### src/rtl/mdu_issue_controller.sv
// Issue controller between execute and the MDU: queues HI/LO writes and mul/div starts
// in order, serves HI/LO reads combinationally. Optional counters under MDU_ISSUE_STATS_EN.
module mdu_issue_controller #(
  parameter int QUEUE_DEPTH = 2
) (
  input  logic        clock,
  input  logic        reset,
  input  logic        reqValid,
  input  logic [2:0]  reqOperation,
  input  logic [31:0] reqOperand1,
  input  logic [31:0] reqOperand2,
  output logic        reqReady,
  output logic [31:0] respData,
  output logic [2:0]  mduOperation,
  output logic [31:0] mduOperand1,
  output logic [31:0] mduOperand2,
  output logic        mduStart,
  input  logic        mduBusy,
`ifdef MDU_ISSUE_STATS_EN
  output logic [31:0] statStallCycles,
  output logic [31:0] statIssued,
`endif
  input  logic [31:0] mduDataRead
);

  typedef enum logic [2:0] {
    OP_READ_HI  = 3'd0,
    OP_READ_LO  = 3'd1,
    OP_WRITE_HI = 3'd2,
    OP_WRITE_LO = 3'd3,
    OP_SMUL     = 3'd4,
    OP_UMUL     = 3'd5,
    OP_SDIV     = 3'd6,
    OP_UDIV     = 3'd7
  } mdu_operation_t;

  localparam int PTR_W = (QUEUE_DEPTH > 1) ? $clog2(QUEUE_DEPTH) : 1;
  localparam int CNT_W = $clog2(QUEUE_DEPTH + 1);

  logic [2:0]       q_op  [QUEUE_DEPTH];
  logic [31:0]      q_op1 [QUEUE_DEPTH];
  logic [31:0]      q_op2 [QUEUE_DEPTH];
  logic [PTR_W-1:0] wr_ptr;
  logic [PTR_W-1:0] rd_ptr;
  logic [CNT_W-1:0] count;

  logic full;
  logic empty;
  logic is_read;
  logic enq;
  logic issue;
  logic read_ok;
  logic [2:0] head_op;

  function automatic logic [PTR_W-1:0] ptr_inc(input logic [PTR_W-1:0] p);
    if (p == PTR_W'(QUEUE_DEPTH - 1)) return '0;
    return p + PTR_W'(1);
  endfunction

  assign full    = (count == CNT_W'(QUEUE_DEPTH));
  assign empty   = (count == '0);
  assign is_read = (reqOperation == OP_READ_HI) || (reqOperation == OP_READ_LO);
  assign head_op = q_op[rd_ptr];

  // Handshake: a request transfers on a cycle where reqValid && reqReady. Writes/starts
  // need a free slot (a same-cycle pop does not count); reads need an empty queue and an
  // idle MDU, and their data is returned in that same cycle.
  assign enq     = reqValid && !is_read && !full;
  assign issue   = !empty && !mduBusy;
  assign read_ok = reqValid && is_read && empty && !mduBusy;

  always_comb begin
    reqReady     = 1'b0;
    respData     = '0;
    mduOperation = OP_READ_HI;
    mduOperand1  = '0;
    mduOperand2  = '0;
    mduStart     = 1'b0;
    if (!reset) begin
      reqReady = is_read ? (empty && !mduBusy) : !full;
      if (issue) begin
        mduOperation = head_op;
        mduOperand1  = q_op1[rd_ptr];
        mduOperand2  = q_op2[rd_ptr];
        mduStart     = head_op[2];
      end else if (read_ok) begin
        mduOperation = reqOperation;
        respData     = mduDataRead;
      end
    end
  end

  // Entry storage carries no reset; only the occupancy state defines validity.
  always_ff @(posedge clock) begin
    if (!reset && enq) begin
      q_op[wr_ptr]  <= reqOperation;
      q_op1[wr_ptr] <= reqOperand1;
      q_op2[wr_ptr] <= reqOperand2;
    end
  end

  always_ff @(posedge clock) begin
    if (reset) begin
      wr_ptr <= '0;
      rd_ptr <= '0;
      count  <= '0;
    end else begin
      if (enq)   wr_ptr <= ptr_inc(wr_ptr);
      if (issue) rd_ptr <= ptr_inc(rd_ptr);
      case ({enq, issue})
        2'b10:   count <= count + CNT_W'(1);
        2'b01:   count <= count - CNT_W'(1);
        default: count <= count;
      endcase
    end
  end

`ifdef MDU_ISSUE_STATS_EN
  always_ff @(posedge clock) begin
    if (reset) begin
      statStallCycles <= '0;
      statIssued      <= '0;
    end else begin
      if (reqValid && !reqReady) statStallCycles <= statStallCycles + 32'd1;
      if (mduStart)              statIssued      <= statIssued + 32'd1;
    end
  end
`endif

endmodule

### config.mk
export PLATFORM = sky130hd
export DESIGN_NAME = mdu_issue_controller
export DESIGN_NICKNAME = d
export VERILOG_FILES = /design/src/rtl/mdu_issue_controller.sv
export SDC_FILE = /design/constraint.sdc
export NUM_CORES = 1
export LEC_CHECK = 0
export ABC_AREA = 1
export ABC_CLOCK_PERIOD_IN_PS = 6500
export CAP_MARGIN = 20
export CELL_PAD_IN_SITES_DETAIL_PLACEMENT = 1
export CELL_PAD_IN_SITES_GLOBAL_PLACEMENT = 2
export CORE_MARGIN = 1
export CORE_UTILIZATION = 28
export DETAILED_ROUTE_END_ITERATION = 10
export PLACE_DENSITY_LB_ADDON = 0.15
export SLEW_MARGIN = 10
export SYNTH_ARGS = -nofsm -noshare
export SYNTH_HDL_FRONTEND = slang
export SYNTH_SLANG_ARGS = --single-unit
### constraint.sdc
create_clock -name clock -period 6.5 [get_ports clock]
set_input_delay 1.625 -clock clock [delete_from_list [all_inputs] [get_ports clock]]
set_output_delay 1.625 -clock clock [all_outputs]
set_load 0.1 [all_outputs]
==> impl_metrics.py <==
metrics = {
    "outcome": {
        "status": "finished, final reports clean",
    },
    "synth": {
        "seq_area_frac_synth_pct": 71.3,
        "ys_types": 20,
        "syn_nets": 588,
        "syn_area_mm2": 0.00579,
        "syn_inst": 484,
        "yosys_warnings": 0,
        "ys_ff_latch": 139,
        "synth_area_per_cell_um2": 12.0,
    },
    "power_and_ir_drop": {
        "p_sw_share_pct": 32.0,
        "power_leakage_nw": 3.29,
        "combPwrFrac_pct": 23.3,
        "p_seq_share_pct": 38.9,
        "power.density_mw_per_mm2": 319,
        "p_switching_mw": 0.865,
        "p_int_mw": 1.83,
        "irDropWorstVdd_uv": 180,
        "fin_total_pwr_mw": 2.70,
        "p_clk_share_pct": 37.9,
    },
    "critical_path": {
        "cpMaxStageDelayCell": "clkdlybuf4s50_1",
        "critical_path_class": "in2out",
        "cp_top_family": "buffers and inverters",
        "cp-start-kind": "primary input",
        "crit_required_ns": 4.88,
        "crit_buf_inv": 3,
        "cp_slowest_stage_delay_ns": 0.59,
        "cp.arrival_ns": 3.79,
        "rrSetupSlack_ns": 4.60,
        "worstPathCellList": "clkdlybuf4s50_1, inv_2, nand2_4, a21oi_1, buf_4",
        "critPathMaxFanout": 67,
        "worst_setup_path_end_kind": "primary output",
    },
    "drt": {
        "drtIter0Drc": 133,
        "drt_wl_total_mm": 15.3,
        "drtPass1Iterations": 4,
        "dr_total_vias": 4191,
        "via_per_inst": 4.32,
        "wl_per_cell_um": 15.8,
        "drc": 0,
        "ant_nets": 0,
    },
    "hold_path": {
        "min_path_type": "reg2reg",
    },
    "placement": {
        "dpl.hpwl_mm": 10.3,
        "port_buffers": 203,
        "gp_congestion": 0.695,
        "place_inst": 938,
    },
    "die": {
        "die_h_um": 146,
        "die_area_mm2": 0.0212,
        "boundaryPins": 204,
        "start_util_pct": 28.6,
        "fp.coreArea_mm2": 0.0202,
        "die_x_um": 146,
        "rows": 52,
    },
    "timing": {
        "slew_headroom_pct": 33.7,
        "hold_slack_ns": 0.485,
        "rsz0062_at_grt": "false",
        "timing.fmax_ghz": 0.185,
        "slew_violations": 0,
        "fin_skew_ns": 0.00538,
        "setup-tns-final_ns": 0,
        "setup_violations": 0,
        "finalHoldViolations": 0,
        "worst_slew_pin_slew_ns": 0.995,
        "fin_crit_ns": 5.42,
        "fin_crit_sh_pct": 83.3,
    },
    "clocking": {
        "cts_setup_buffers": 0,
        "cts.clk_slew.worst_paths_ns": 0.06,
        "numClockSinks": 139,
        "tritoncts": "yes",
        "cts-root-buf": "clkbuf_16",
        "post_cts_resized": 0,
        "cts_buffers": 17,
        "clk_latency_ns": 0.41,
        "htree_levels": 4,
        "hold_buffers": 0,
        "clockBufferDepth": 2,
    },
    "grt": {
        "grt_max_degree": 68,
        "grt_pass1_wl_mm": 24.3,
        "grtUsageTotal_pct": 15.0,
        "grt_antenna_before_repair": 0,
        "gr-total-overflow": 0,
        "grt_pass1_vias": 4694,
    },
    "final_layout": {
        "n_fill_cell": 2216,
        "fin_cells": 970,
        "diodes": 0,
        "regArea_mm2": 0.00413,
        "drive_above_1_share_pct": 28.1,
        "fin_util_pct": 41.9,
        "synthToLayoutAreaGrowth_pct": 46.4,
        "multi_input_area_mm2": 0.00137,
        "final_nets": 791,
    },
    "flow_run": {
        "maxCapViolCount": 0,
    },
}
cells by family after synthesis:
kind of cell / count (synthesis) / synth area share, %
buf+inv: 65 / 5.26
simple gates: 209 / 15.2
fa+ha+maj: 1 / 0.216
flops: 139 / 71.3
compound gates: 70 / 8.00
worst reg2reg max path: stages, from the launching register on:
cell and delay [ns]:
dfxtp_1 0.41, inv_1 0.13, nand2_1 0.13, nand3_1 0.19, nor2_4 0.41, buf_12 0.29
sequential cells by signal, summed over array words and instances, names as in the netlist, named ones only:
| signal | count |
|---|---|
| count | 2 |
| q_op | 6 |
| q_op1 | 64 |
| q_op2 | 64 |
| rd_ptr | 1 |
| wr_ptr | 1 |
routing by layer:
| layer | share of wire [%] | track usage [%] | up-vias |
|---|---|---|---|
| met5 | 0 | 0 | - |
| met3 | 6.8 | 5.24 | 16 |
| met1 | 42 | 17.2 | 2004 |
| met2 | 50 | 26.0 | 138 |
| met4 | 1.3 | 4.68 | 0 |
| li1 | - | - | 2033 |
power groups by stage:
stage / combinational (mW) / clock [mW] / sequential, mW
2_1_floorplan: 0.451 / 0 / 1.07
3_3_place_gp: 0.630 / 0 / 1.07
3_5_place_dp: 0.640 / 0 / 1.07
4_1_cts: 0.642 / 1.05 / 1.05
5_1_grt: 0.671 / 1.09 / 1.05
6_report: 0.628 / 1.02 / 1.05
cells in the final DEF (no fill, tap or decap):
master,instances
nand4_1,2
nand2_2,1
buf_4,104
clkbuf_1,2
nor2_1,22
ha_1,1
inv_6,4
nor2_4,4
nand2_4,2
dfxtp_1,4
a21oi_1,39
buf_12,3
clkinv_4,1
clkinv_1,1
bufinv_16,4
clkbuf_16,17
nand3_1,4
inv_2,2
nor2_2,20
edfxtp_1,134
dfxtp_2,1
o21ai_0,1
clkinvlp_4,3
clkinv_2,1
nor3_1,2
a21oi_2,30
clkdlybuf4s50_1,102
inv_1,37
nand2_1,152
worst paths after layout:
| check | startpoint | to | depth (start not counted) |
|---|---|---|---|
| min reg2reg | wr_ptr$_SDFFE_PP0P_ | wr_ptr$_SDFFE_PP0P_ | 2 |
| max reg2reg | count[0]$_SDFFE_PP0P_ | q_op[1][1]$_DFFE_PP_ | 5 |
| min | wr_ptr$_SDFFE_PP0P_ | wr_ptr$_SDFFE_PP0P_ | 2 |
| max | reset | mduOperand1[1] | 5 |
Yosys cell counts:
cell type	n	share of area [%]
nand2_1	152	9.9
nor3_1	2	0.17
nor2_4	3	0.58
dfxtp_1	5	1.7
nand2_4	1	0.19
clkbuf_1	7	0.45
buf_6	6	1.2
inv_2	1	0.065
nor2_2	20	2.2
nand3_1	4	0.35
inv_1	39	2.5
a21oi_2	30	4.5
o21ai_0	1	0.086
nor2_1	23	1.5
ha_1	1	0.22
buf_2	12	1.0
a21oi_1	39	3.4
edfxtp_1	134	70
nand2_2	2	0.22
nand4_1	2	0.22
cell type report:
class                           count  area share (%)
Multi-Input combinational cell    280            16.2
Clock buffer                       19            5.11
Tap cell                          270            3.99
Clock inverter                     13            2.25
Inverter                           40            1.79
Timing Repair Buffer              209            22.0
Sequential cell                   139            48.7
through the flow:
step	area, µm²	worst slack [ns]
2_1_floorplan	5790	0.721
3_3_place_gp	7810	1.02
3_5_place_dp	7850	0.999
4_1_cts	8470	0.996
5_1_grt	8470	0.906
6_report	8470	1.08
Note: power is estimated with default switching activity, not from simulation.
